===== src/rtl/vend_pkg.sv =====
// Shared types and constants for the vending controller's change path:
// payout FSM states, coin selection and coin values in 25-cent units.
package vend_pkg;

    // Payout sequencer states
    typedef enum logic [1:0] {
        IDLE  = 2'd0,
        PULSE = 2'd1,
        GAP   = 2'd2,
        DONE  = 2'd3
    } state_t;

    // Which ejector the current pulse drives
    typedef enum logic {
        COIN_H50 = 1'b0,
        COIN_F25 = 1'b1
    } coin_t;

    // Coin values expressed in 25-cent units
    localparam int H50_UNITS = 2;
    localparam int F25_UNITS = 1;

    // Width of the shared pulse/gap timer
    localparam int TIMER_W = 8;

endpackage


===== src/rtl/change_pulse_timer.sv =====
// Loadable down-counter used to time ejector pulses and inter-pulse gaps.
// A load always wins over counting; the count holds at zero, and tc_o flags
// that the current cycle is the last one of the loaded interval.
module change_pulse_timer
    import vend_pkg::*;
(
    input  logic               clk_i,
    input  logic               rst_i,
    input  logic               load_i,
    input  logic [TIMER_W-1:0] load_val_i,
    input  logic               en_i,
    output logic               tc_o
);

    logic [TIMER_W-1:0] cnt_q;
    logic [TIMER_W-1:0] cnt_d;

    // Next count: reload, decrement while enabled, or hold at zero
    always_comb begin
        cnt_d = cnt_q;
        if (load_i) begin
            cnt_d = load_val_i;
        end else if (en_i && (cnt_q != '0)) begin
            cnt_d = cnt_q - TIMER_W'(1);
        end
    end

    // Count register with synchronous reset
    always_ff @(posedge clk_i) begin
        if (rst_i) begin
            cnt_q <= '0;
        end else begin
            cnt_q <= cnt_d;
        end
    end

    assign tc_o = (cnt_q == '0);

endmodule


===== src/rtl/change_dispenser.sv =====
// Change payout executor: accepts an amount in 25-cent units and pays it out
// greedily as timed ejector pulses (50c coins first, then one 25c if odd),
// separated by gaps that Hold can stretch. All outputs are registered.
module change_dispenser
    import vend_pkg::*;
#(
    parameter int PULSE_CYCLES = 4,
    parameter int GAP_CYCLES   = 2,
    parameter int AMT_W        = 4
) (
    input  logic             CLK,
    input  logic             Reset,
    input  logic             ChangeValid,
    input  logic [AMT_W-1:0] ChangeAmt,
    input  logic             Hold,
    output logic             CoinH50,
    output logic             CoinF25,
    output logic             Busy,
    output logic             Done,
    output logic [AMT_W-1:0] Remaining
);

    // The timer flags terminal count on its zero cycle, so an interval of
    // N cycles is loaded as N-1.
    localparam logic [TIMER_W-1:0] PULSE_LOAD = TIMER_W'(PULSE_CYCLES - 1);
    localparam logic [TIMER_W-1:0] GAP_LOAD   = TIMER_W'(GAP_CYCLES - 1);

    // Greedy choice: a 50c coin whenever at least two units are still owed,
    // which also guarantees the decrement never exceeds what is owed.
    function automatic coin_t pick_coin(input logic [AMT_W-1:0] amt);
        return (amt >= AMT_W'(H50_UNITS)) ? COIN_H50 : COIN_F25;
    endfunction

    function automatic logic [AMT_W-1:0] coin_units(input coin_t coin);
        return (coin == COIN_H50) ? AMT_W'(H50_UNITS) : AMT_W'(F25_UNITS);
    endfunction

    state_t             state_q;
    coin_t              coin_q;
    logic               h50_q;
    logic               f25_q;
    logic               busy_q;
    logic               done_q;
    logic [AMT_W-1:0]   rem_q;

    logic               tmr_load_d;
    logic [TIMER_W-1:0] tmr_val_d;
    logic               tmr_en_d;
    logic               tmr_tc;

    coin_t              next_coin;
    logic               gap_end;

    // Coin for the pulse about to start: from the request in IDLE, otherwise
    // from the amount still owed.
    assign next_coin = pick_coin((state_q == IDLE) ? ChangeAmt : rem_q);
    assign gap_end   = tmr_tc && !Hold;

    // Timer control: reload on every PULSE/GAP entry, clear on entry to the
    // other states; Hold only freezes the gap, never a pulse.
    always_comb begin
        tmr_load_d = 1'b0;
        tmr_val_d  = '0;
        tmr_en_d   = 1'b1;
        case (state_q)
            IDLE: begin
                if (ChangeValid) begin
                    tmr_load_d = 1'b1;
                    tmr_val_d  = (ChangeAmt != '0) ? PULSE_LOAD : '0;
                end
            end
            PULSE: begin
                if (tmr_tc) begin
                    tmr_load_d = 1'b1;
                    tmr_val_d  = GAP_LOAD;
                end
            end
            GAP: begin
                tmr_en_d = !Hold;
                if (gap_end) begin
                    tmr_load_d = 1'b1;
                    tmr_val_d  = (rem_q != '0) ? PULSE_LOAD : '0;
                end
            end
            DONE: begin
                tmr_load_d = 1'b1;
                tmr_val_d  = '0;
            end
            default: begin
                tmr_load_d = 1'b1;
                tmr_val_d  = '0;
            end
        endcase
    end

    change_pulse_timer u_timer (
        .clk_i      (CLK),
        .rst_i      (Reset),
        .load_i     (tmr_load_d),
        .load_val_i (tmr_val_d),
        .en_i       (tmr_en_d),
        .tc_o       (tmr_tc)
    );

    // Payout sequencer with registered coin, progress and status outputs
    always_ff @(posedge CLK) begin
        if (Reset) begin
            state_q <= IDLE;
            coin_q  <= COIN_F25;
            h50_q   <= 1'b0;
            f25_q   <= 1'b0;
            busy_q  <= 1'b0;
            done_q  <= 1'b0;
            rem_q   <= '0;
        end else begin
            case (state_q)
                IDLE: begin
                    done_q <= 1'b0;
                    if (ChangeValid) begin
                        rem_q  <= ChangeAmt;
                        busy_q <= 1'b1;
                        if (ChangeAmt == '0) begin
                            state_q <= DONE;
                            done_q  <= 1'b1;
                        end else begin
                            state_q <= PULSE;
                            coin_q  <= next_coin;
                            h50_q   <= (next_coin == COIN_H50);
                            f25_q   <= (next_coin == COIN_F25);
                        end
                    end else begin
                        busy_q <= 1'b0;
                    end
                end
                PULSE: begin
                    if (tmr_tc) begin
                        rem_q   <= rem_q - coin_units(coin_q);
                        h50_q   <= 1'b0;
                        f25_q   <= 1'b0;
                        state_q <= GAP;
                    end
                end
                GAP: begin
                    if (gap_end) begin
                        if (rem_q == '0) begin
                            state_q <= DONE;
                            done_q  <= 1'b1;
                        end else begin
                            state_q <= PULSE;
                            coin_q  <= next_coin;
                            h50_q   <= (next_coin == COIN_H50);
                            f25_q   <= (next_coin == COIN_F25);
                        end
                    end
                end
                DONE: begin
                    done_q  <= 1'b0;
                    busy_q  <= 1'b0;
                    state_q <= IDLE;
                end
                default: begin
                    state_q <= IDLE;
                    h50_q   <= 1'b0;
                    f25_q   <= 1'b0;
                    busy_q  <= 1'b0;
                    done_q  <= 1'b0;
                    rem_q   <= '0;
                end
            endcase
        end
    end

    assign CoinH50   = h50_q;
    assign CoinF25   = f25_q;
    assign Busy      = busy_q;
    assign Done      = done_q;
    assign Remaining = rem_q;

endmodule


===== config.mk =====
export PLATFORM = sky130hd
export DESIGN_NAME = change_dispenser
export DESIGN_NICKNAME = d
export VERILOG_FILES = /design/src/rtl/vend_pkg.sv /design/src/rtl/change_pulse_timer.sv /design/src/rtl/change_dispenser.sv
export SDC_FILE = /design/constraint.sdc
export NUM_CORES = 1
export LEC_CHECK = 0
export ABC_AREA = 0
export BUFFER_PORTS_ARGS = -buffer_cell sky130_fd_sc_hd__buf_2
export CORE_MARGIN = 1
export CORE_UTILIZATION = 50
export DETAILED_ROUTE_END_ITERATION = 12
export PLACE_DENSITY = 0.83
export SYNTH_ARGS = -nofsm -noshare
export SYNTH_HDL_FRONTEND = slang
export SYNTH_SLANG_ARGS = --single-unit

===== constraint.sdc =====
create_clock -name CLK -period 2.17 [get_ports CLK]
set_input_delay 0.1085 -clock CLK [delete_from_list [all_inputs] [get_ports CLK]]
set_output_delay 0.1085 -clock CLK [all_outputs]
set_load 0.01 [all_outputs]

==> results of run 1 <==
==> per-layer routing <==
metal,vias to the layer above,wire length (µm)
li1,622,-
met1,593,1350
met2,65,1520
met3,4,231
met4,0,24
met5,-,0
==> worst max-delay path, delay by kind of cell, from the launching register on <==
| family | cells | cell delay [ns] |
|---|---|---|
| simple gates | 2 | 0.90 |
| compound gates | 2 | 0.40 |
| flops | 1 | 0.35 |
| fa+ha+maj | 1 | 0.20 |
| buf+inv | 1 | 0.09 |
==> power by group <==
part	switching, mW	internal (mW)
logic	1.06	0.935
registers	0.154	0.499
clock network	0.112	0.0716
total	1.32	1.51
==> how the worst max path moves through the flow <==
| stage | endpoint | slack (ns) |
|---|---|---|
| finish | Remaining[3] | 0.14 |
| global route | Remaining[3] | 0.09 |
| CTS | u_timer.cnt_q[0] | 0.02 |
| detailed placement | u_timer.cnt_q[0] | -0.02 |
| global placement | u_timer.cnt_q[0] | 0.09 |
| floorplan | Remaining[3] | 0.06 |
==> flip-flops by register name, indices dropped and copies added (netlist names) <==
| signal | flops |
|---|---|
| Done | 1 |
| coin_q | 1 |
| Busy | 1 |
| CoinF25 | 1 |
| u_timer.cnt_q | 8 |
| CoinH50 | 1 |
| Remaining | 4 |
| state_q | 2 |
==> per-stage QoR <==
step,TNS [ns],hold slack [ns],instances,area [µm²]
floorplan,0,0.280,151,1350
global placement,0,0.464,200,1510
detailed placement,-0.0301,0.473,200,1510
CTS,0,0.156,204,1540
global route,0,0.158,204,1550
finish,0,0.157,204,1550
==> synthesized netlist by cell type, types with 4 or more instances <==
| library cell | instances |
|---|---|
| o211ai_1 | 5 |
| mux2_2 | 4 |
| clkbuf_1 | 4 |
| nand2_1 | 5 |
| a21oi_1 | 4 |
| nor4_1 | 7 |
| o21ai_0 | 4 |
| o22ai_1 | 5 |
| nor3_1 | 6 |
| ha_1 | 10 |
| inv_1 | 10 |
| nor2_1 | 12 |
| dfxtp_1 | 19 |
| xor2_1 | 5 |
| a211oi_1 | 6 |
==> placed cells by master (no fill, tap or decap), types with 4 or more instances in the layout <==
cell,n
mux2_2,4
o211ai_1,5
buf_2,15
a211oi_1,6
a21oi_1,4
nor4_1,7
nor3_1,6
nor2_1,12
o22ai_1,5
ha_1,9
xor2_1,5
buf_4,11
inv_1,10
dfxtp_1,19
nand2_1,5
==> cells by family after synthesis <==
logic type      after synthesis  synth area share (%)
fa+ha+maj                    11                  10.7
mux                           7                  5.55
compound gates               42                  25.0
xor+xnor                      6                  3.88
buf+inv                      17                  5.82
simple gates                 49                  21.0
flops                        19                  28.1
==> repair_timing <==
item	in CTS	in global routing
setup endpoints to repair	8	11
cloned	0	0
setup buffers	0	0
gates resized for setup	2	5
==> area by class of cell <==
class | count | area (µm²)
Multi-Input combinational cell | 115 | 915
Timing Repair Buffer | 26 | 158
Clock buffer | 4 | 26.3
Sequential cell | 19 | 380
Inverter | 10 | 37.5
Tap cell | 30 | 37.5
Fill cell | 217 | 968
==> results.tsv, run 1 <==
stage	metric	value	unit
grt	grt_usage	24.2	%
timing	fin_ws	0.135	ns
timing	skew	0.00632	ns
yosys	syn_inst	151	
floorplan	die_width	54.0	µm
route	vias	1284	
floorplan	start_util	53.7	%
grt	met3_usage	4.24	%
worst_setup_path	arrival	2.22	ns
timing	post-route-min-period	2.03	ns
yosys	async_flop_share	0	%
floorplan	die_area	2920	µm²
worst_setup_path	r2r_cells	6	
timing	slew_viol_final	0	
clock_network	clk_pin_slew	0.11	ns
pwr	power_density	1820	nW/µm²
worst_setup_path	r2r-start	u_timer.cnt_q[1]	
run_status	outcome	completed	
grt	antenna_found_initial	0	
grt	grt_pass1_vias	1182	
worst_setup_path	path_cells	inv_1, ha_2, or3b_4, or4_4, a2111oi_4, o32ai_1	
yosys	syn_area	1350	µm²
route	first_pass_iters	4	
yosys	ys_warn_count	0	
timing	max_freq	491	MHz
hold_path	worstHoldPathCells	3	
final_layout	drive_above_1_share	25.9	%
pwr	cellLeakagePower	0.645	nW
floorplan	num_rows	18	
yosys	synth_fp_nets	170	
final_layout	post-route-util	61.6	%
grt	grt_first_pass_wirelength	5.14	mm
hold_path	min-delay-start	ChangeAmt[2]	
worst_setup_path	crit_type	register to register	
place	dp_hpwl	2.37	mm
clock_network	numCtsBuffers	3	
route	drtAntennaViolNets	0	
yosys	synth_edf_count	0	
floorplan	die-height	54.0	µm
hold_path	hold_path_class	input pin to register	
route	drc	0	
floorplan	ios	16	
worst_setup_path	reg2reg_to	Remaining[3]	
clock_network	cts_tree	yes	
timing	final_hold_viol_count	0	
grt	overflow	0	
place	gp_congestion	0.870	
pwr	power.total	2.83	mW
timing	relSlewSlack	71.8	%
clock_network	hold_buffers	0	
yosys	syn_avg_cell_area	8.97	µm²
hold_path	holdPathEnd	Remaining[2]	
timing	setup_viol	0	
grt	use_met2	39.7	%
worst_setup_path	critPathRequiredTime	2.36	ns
clock_network	cts.sinks	19	
route	via_per_inst	6.29	
clock_network	clock_latency	0.30	ns
yosys	yosysUniqueCellTypes	49	
yosys	synth_top_flop_cell	dfxtp_1	
job	drv_cap	0	
clock_network	cts_buffer_depth	2	
worst_setup_path	critical-path-max-stage-delay	0.51	ns
grt	grt-busiest-layer	met2	
worst_setup_path	critPathMaxFanout	3	
worst_setup_path	critPathCaptureType	register	
pwr	ir_worst_vdd	1.00	mV
yosys	synth_top_cell_by_area	dfxtp_1	
worst_setup_path	slowest_stage	or4_4	
final_layout	syn2layout_area_growth	14.8	%
grt	grtUsageMet1	31.0	%
route	wl_per_cell	15.3	µm
clock_network	cts_root_buf	clkbuf_4	
worst_setup_path	start_kind	register	
yosys	ys_seq_area_share	28.1	%
final_layout	num-nets-final	194	
place	place_ws	-0.0211	ns
timing	worst_slew_pin_slew	0.412	ns
yosys	yosys.area.top_type_share	28.1	%
floorplan	core	2520	µm²
timing	rsz0062_at_grt	no	
route	drtIter0Drc	36	
worst_setup_path	critPathLaunch	u_timer.cnt_q[1]	
clock_network	htree_levels	1	
grt	grt_max_degree	17	
timing	min_period_over_period	93.8	%
route	wl	3.13	mm
final_layout	antenna_cells	0	
yosys	synth_seq_cells	19	
yosys	synth.area.top_cells	dfxtp_1 (28%), ha_1 (9.2%), a211oi_1 (3.3%), mux2_2 (3.3%), nor2_1 (3.3%)	
place	port_buffers	15	
worst_setup_path	ff2ff_setup_slack	0.14	ns
(Power assumes the default switching activity.)
==> run 2, diff against run 1 <==
--- a/config.mk
+++ b/config.mk
@@ -5,12 +5,12 @@
 export SDC_FILE = /design/constraint.sdc
 export NUM_CORES = 1
 export LEC_CHECK = 0
-export ABC_AREA = 0
-export BUFFER_PORTS_ARGS = -buffer_cell sky130_fd_sc_hd__buf_2
+export ABC_AREA = 1
 export CORE_MARGIN = 1
 export CORE_UTILIZATION = 50
 export DETAILED_ROUTE_END_ITERATION = 12
-export PLACE_DENSITY = 0.83
+export DONT_BUFFER_PORTS = 1
+export PLACE_DENSITY = 0.78
 export SYNTH_ARGS = -nofsm -noshare
 export SYNTH_HDL_FRONTEND = slang
 export SYNTH_SLANG_ARGS = --single-unit
==> run 2 against run 1 <==
Effect of this change:
- worst hold slack worse by 0.13 ns
- critical endpoint is now Remaining[2]
- highest routed layer unchanged
- register-to-register slack improved by 0.21 ns
- non-clock buffer count is 25 lower
- first-iteration DRC count is 31% lower
==> results.tsv, run 2 <==
stage	metric	value	unit	change
worst_setup_path	critPathMaxFanout	3		unchanged
yosys	synth_seq_cells	19		unchanged
clock_network	htree_levels	1		unchanged
worst_setup_path	cpMostUsedCell	inv_1		
floorplan	die_area	2890	µm²	-0.89%
timing	skew	0.0138	ns	+0.00746 ns
timing	relSlewSlack	68.6	%	-3.2 points
route	vias	1191		-7.2%
floorplan	die_width	53.8	µm	-0.44%
route	drc	0		unchanged
worst_setup_path	critPathTopFamily	adder cells		
timing	max_freq	547	MHz	+11%
hold_path	holdPathEnd	Remaining[3]		
final_layout	fillers	230		+6.0%
yosys	syn_area	1340	µm²	-0.92%
yosys	yosysMostFrequentCell	inv_1		
grt	grt_pass1_vias	1111		-6.0%
worst_setup_path	r2r_cells	9		+3
floorplan	start_util	53.7	%	about the same
route	dr_wl_met2	1.39	mm	-8.7%
clock_network	cts-resized-gates	0		-2
clock_network	cts_root_buf	clkbuf_4		
yosys	yosys.area.top_type_share	28.4	%	+0.26 points
timing	final_hold_viol_count	0		unchanged
clock_network	cts_setup_buffers	0		unchanged
route	first_pass_iters	4		unchanged
floorplan	ios	16		unchanged
grt	grt_first_pass_wirelength	4.89	mm	-5.0%
clock_network	clock_latency	0.32	ns	+0.02 ns
timing	setup_viol	0		unchanged
worst_setup_path	ff2ff_setup_slack	0.34	ns	+0.21 ns
route	wl	2.81	mm	-10%
yosys	synth_top_flop_cell	dfxtp_1		
floorplan	die-height	53.8	µm	-0.44%
worst_setup_path	path_cells	inv_1, ha_1, inv_1, fa_1, or2_2, nand3_1, o21ai_0, nor2_1, a211oi_2		
route	wl_met1	1.24	mm	-8.3%
final_layout	num-nets-final	208		+7.2%
route	drtAntennaViolNets	0		unchanged
timing	post-route-min-period	1.83	ns	-0.207 ns
final_layout	final_cell_mix	inv_1 (26), nor2_1 (25), nand2_1 (20), dfxtp_1 (19), nand3_1 (17)		
worst_setup_path	r2r-start	Remaining[0]		
grt	overflow	0		unchanged
timing	worst_slew_pin_slew	0.471	ns	+0.0593 ns
worst_setup_path	crit_buf_inv	2		+1
clock_network	clk_pin_slew	0.13	ns	+0.02 ns
yosys	async_flop_share	0	%	unchanged
hold_path	min-delay-start	Reset		
route	wl_per_cell	12.9	µm	-16%
final_layout	regMostFlops	u_timer.cnt_q		
clock_network	numCtsBuffers	3		unchanged
floorplan	num_rows	18		unchanged
clock_network	cts.sinks	19		unchanged
final_layout	layout_commonest_cell	inv_1		
yosys	syn_inst	185		+23%
job	drv_cap	0		unchanged
worst_setup_path	crit_type	register to register		
yosys	syn_avg_cell_area	7.25	µm²	-19%
timing	min_period_over_period	84.2	%	-9.5 points
route	via_per_inst	5.46		-13%
place	dp_hpwl	2.23	mm	-5.8%
worst_setup_path	slowest_stage	dfxtp_1		
yosys	ys_seq_area_share	28.4	%	+0.26 points
place	port_buffers	0		-15
yosys	synthTopCellsByCount	inv_1 (26), nor2_1 (25), nand2_1 (20)		
yosys	yosysUniqueCellTypes	32		-35%
hold_path	worstHoldPathCells	3		unchanged
worst_setup_path	critical-path-max-stage-delay	0.38	ns	-0.13 ns
final_layout	syn2layout_area_growth	4.94	%	
worst_setup_path	critPathRequiredTime	2.38	ns	+0.02 ns
yosys	synth_top_cell_by_area	dfxtp_1		
timing	rsz0062_at_grt	no		
timing	setup_tns	0	ns	unchanged
final_layout	antenna_cells	0		unchanged
final_layout	drive_above_1_share	15.4	%	-10 points
worst_setup_path	arrival	2.04	ns	-0.18 ns
final_layout	largest_reg_flops	8		unchanged
grt	grt_max_degree	12		-5
run_status	outcome	completed		
clock_network	cts_tree	yes		
floorplan	core	2500	µm²	-0.89%
route	wl_met3	134	µm	-42%
clock_network	hold_buffers	1		+1
grt	grt_usage	23.6	%	-0.59 points
yosys	synth_edf_count	0		unchanged
worst_setup_path	reg2reg_to	Remaining[2]		
yosys	synth_fp_nets	204		+20%
hold_path	hold_path_class	input pin to register		
grt	antenna_found_initial	0		unchanged
place	gp_congestion	0.867		-0.34%
clock_network	cts_buffer_depth	2		unchanged
worst_setup_path	critPathCaptureType	register		
yosys	synth.area.top_cells	dfxtp_1 (28%), ha_1 (9.3%), inv_1 (7.3%), nor2_1 (7.0%), nand3_1 (6.3%)		
timing	slew_viol_final	0		unchanged
yosys	ys_warn_count	0		unchanged
worst_setup_path	start_kind	register		
route	drtIter0Drc	25		-31%
route	routed.top_layer	met4		
## run 2: cell count changes after synthesis, moves of 4 or more
cell,before,now
inv_1,10,26
o211ai_1,5,0
nor4_1,7,0
nand3_1,1,17
o21ai_0,4,10
nand2_1,5,20
nor2_1,12,25
nor3_1,6,1
nor2_4,0,4
nand2_2,0,5
mux2_2,4,0
a21oi_1,4,15
## run 2: worst max-delay path by stage
stage | to | depth (start not counted) | slack (ns) | startpoint
6_report | Remaining[2] | 9 | 0.34 | Remaining[0]
5_1_grt | u_timer.cnt_q[7] | 8 | 0.22 | state_q[1]
4_1_cts | Remaining[2] | 9 | 0.33 | Remaining[0]
2_1_floorplan | Remaining[2] | 9 | 0.50 | Remaining[0]
3_5_place_dp | Remaining[2] | 9 | 0.35 | Remaining[0]
3_3_place_gp | Remaining[2] | 9 | 0.43 | Remaining[0]
## run 2: tightest hold or removal path, cell delays in order
cell     delay, ns
inv_1         0.08
o21ai_0       0.09
a21oi_1       0.04
## run 2: cells by family (layout without fill, tap and decap cells)
logic type / count (synthesis) / count (layout) / share of synthesized area (%)
fa+ha+maj: 11 / 11 / 10.8
simple gates: 82 / 82 / 31.2
buf+inv: 32 / 35 / 9.23
flops: 19 / 19 / 28.4
xor+xnor: 3 / 3 / 1.96
compound gates: 38 / 38 / 18.5
## run 2: routing by layer
layer  global-route usage, %  vias to the layer above
met4                    7.89                        0
met3                    3.11                        7
met1                    29.3                      540
li1                        -                      615
met2                    41.4                       29
met5                       0                        -
## run 2: metrics by stage
step	cells	hold WS (ns)	cell area (µm²)	setup WS (ns)	util (%)
floorplan	185	0.357	1340	0.498	-
global placement	213	0.181	1370	0.426	54.8
detailed placement	213	0.184	1370	0.353	54.8
CTS	218	0.0293	1410	0.333	56.3
global route	218	0.0578	1410	0.218	56.3
finish	218	0.0284	1410	0.342	56.3
## run 2: area by class of cell
class / count / area, µm² / share of cell area (%)
clock inverter: 1 / 5.00 / 0.356
multi-input combinational: 134 / 837 / 59.5
timing repair buffer: 1 / 10.0 / 0.711
clock buffer: 3 / 22.5 / 1.60
tap: 30 / 37.5 / 2.67
inverter: 30 / 115 / 8.18
sequential: 19 / 380 / 27.0
Power of run 2 is not shown: default switching activity piles up to over one toggle a cycle in this logic, so the estimate is an artifact.
==> run 3, diff against run 2 <==
--- a/config.mk
+++ b/config.mk
@@ -10,7 +10,7 @@
 export CORE_UTILIZATION = 50
 export DETAILED_ROUTE_END_ITERATION = 12
 export DONT_BUFFER_PORTS = 1
-export PLACE_DENSITY = 0.78
+export PLACE_DENSITY = 0.75
 export SYNTH_ARGS = -nofsm -noshare
 export SYNTH_HDL_FRONTEND = slang
 export SYNTH_SLANG_ARGS = --single-unit
==> constraint.sdc (replaced) <==
create_clock -name CLK -period 1.8 [get_ports CLK]
set_input_delay 0.09 -clock CLK [delete_from_list [all_inputs] [get_ports CLK]]
set_output_delay 0.09 -clock CLK [all_outputs]
set_load 0.01 [all_outputs]
==> run 3 against run 2 <==
Effect of this change:
- count of clock-buffer cells in the layout rose by 1
- first-iteration DRC count fell by 40%
- critical path depth did not move
- setup slack got worse by 0.23 ns
- via count rose by 0.34%
- maximum frequency rose by 8.1%
- cell count rose by 1.4%
- register-to-register slack got worse by 0.23 ns
==> results.tsv, run 3 (synthesis gave the netlist of run 2 again) <==
stage	metric	value	unit	change
place	dp_hpwl	2.21	mm	-0.88%
final_layout	drive_above_1_share	18.3	%	+2.9 points
route	first_pass_iters	4		unchanged
grt	grt_pass1_vias	1122		+0.99%
route	drc	0		unchanged
route	wl	2.76	mm	-1.6%
route	drtIter0Drc	15		-40%
clock_network	cts_buffer_depth	2		unchanged
timing	post-route-min-period	1.69	ns	-0.138 ns
route	via_per_inst	5.41		-1.0%
worst_setup_path	critPathMaxFanout	3		unchanged
floorplan	num_rows	18		unchanged
clock_network	cts_root_buf	clkbuf_4		
timing	relSlewSlack	73.8	%	+5.2 points
grt	grt_max_degree	11		-1
timing	slew_viol_final	0		unchanged
hold_path	hold_path_class	input pin to register		
floorplan	die-height	53.8	µm	unchanged
final_layout	syn2layout_area_growth	7.56	%	
final_layout	regMostFlops	u_timer.cnt_q		
worst_setup_path	crit_type	register to register		
route	vias	1195		+0.34%
job	drv_cap	0		unchanged
worst_setup_path	slowest_stage	fa_1		
run_status	outcome	completed		
final_layout	largest_reg_flops	8		unchanged
final_layout	final_cell_mix	inv_1 (25), nor2_1 (25), nand2_1 (20), dfxtp_1 (18), nand3_1 (17)		
worst_setup_path	arrival	1.88	ns	-0.16 ns
worst_setup_path	start_kind	register		
worst_setup_path	critical-path-max-stage-delay	0.37	ns	about the same
route	drtAntennaViolNets	0		unchanged
worst_setup_path	critPathCaptureType	register		
timing	max_freq	592	MHz	+8.1%
clock_network	clock_latency	0.30	ns	-0.02 ns
grt	grt_first_pass_wirelength	4.73	mm	-3.1%
final_layout	num-nets-final	211		+1.4%
floorplan	ios	16		unchanged
timing	setup_tns	0	ns	unchanged
worst_setup_path	path_cells	inv_2, ha_1, inv_1, fa_1, or2_2, nand3_1, o21ai_0, nor2_1, a211oi_2		
timing	rsz0062_at_grt	no		
floorplan	core	2500	µm²	unchanged
place	gp_congestion	0.885		+2.0%
timing	worst_slew_pin_slew	0.392	ns	-0.0794 ns
route	wl_per_cell	12.5	µm	-2.9%
grt	grt_usage	22.9	%	-0.70 points
final_layout	antenna_cells	0		unchanged
grt	overflow	0		unchanged
place	port_buffers	0		unchanged
floorplan	start_util	53.7	%	unchanged
clock_network	numCtsBuffers	3		unchanged
clock_network	cts_setup_buffers	0		unchanged
floorplan	die_area	2890	µm²	unchanged
timing	setup_viol	0		unchanged
timing	min_period_over_period	93.9	%	+9.7 points
timing	skew	0.00637	ns	-0.00741 ns
timing	final_hold_viol_count	0		unchanged
clock_network	clk_pin_slew	0.11	ns	-0.02 ns
clock_network	cts_tree	yes		
clock_network	cts.sinks	19		unchanged
worst_setup_path	critPathRequiredTime	1.99	ns	-0.39 ns
clock_network	htree_levels	1		unchanged
floorplan	die_width	53.8	µm	unchanged
grt	antenna_found_initial	0		unchanged
run 3: changes by cell type in the layout (fill, tap and decap cells not counted), sizes merged:
cell,previous run,this run
buf,0,3
clkbuf,3,4
clkinv,1,0
run 3: area by class of cell:
class	instances	area, µm²
clock buffers	4	26.3
fillers	246	1060
inverters	30	115
multi-input cells	134	850
flip-flops and latches	19	382
well taps	30	37.5
repair buffers	4	32.5
run 3: per-layer routing:
metal	vias to the layer above	part of all wire [%]	track usage (%)
met5	-	0	0
met4	0	2.1	10.5
met3	9	3.3	4.52
met2	17	51	38.7
met1	552	44	27.7
li1	617	-	-
run 3: stage by stage:
step	util [%]	std cells	hold slack, ns	instance area, µm²	worst slack (ns)
6_report	57.7	221	0.0249	1440	0.110
5_1_grt	57.7	221	0.0403	1440	0.00409
4_1_cts	57.2	221	0.0285	1430	0.0653
3_5_place_dp	55.7	216	0.163	1390	0.0809
3_3_place_gp	55.7	216	0.162	1390	0.149
2_1_floorplan	-	185	0.338	1340	0.128
run 3: what timing repair did:
| action | in CTS | in global routing |
|---|---|---|
| hold buffers | 1 | 0 |
| endpoints found under the hold margin | 9 | 0 |
| endpoints found under the setup margin | 0 | 10 |
| resized for setup | 0 | 5 |
run 3: worst paths after layout:
| path | end | cells past startpoint | slack (ns) | from |
|---|---|---|---|---|
| hold / removal | Remaining[3] | 3 | 0.02 | Reset |
| hold reg to reg | Remaining[0] | 2 | 0.49 | Remaining[0] |
| setup / recovery | Remaining[2] | 9 | 0.11 | Remaining[0] |
| setup reg to reg | Remaining[2] | 9 | 0.11 | Remaining[0] |
run 3: worst max-delay path: cells and delay by family, from the launching register on:
kind                       cells  cell delay (ns)
DFF                            1             0.33
AOI/OAI and AO/OA              2             0.12
adders and majority gates      2             0.51
buffers and inverters          2             0.12
and+or+nand+nor                3             0.49
Power of run 3 is left out for the same reason.
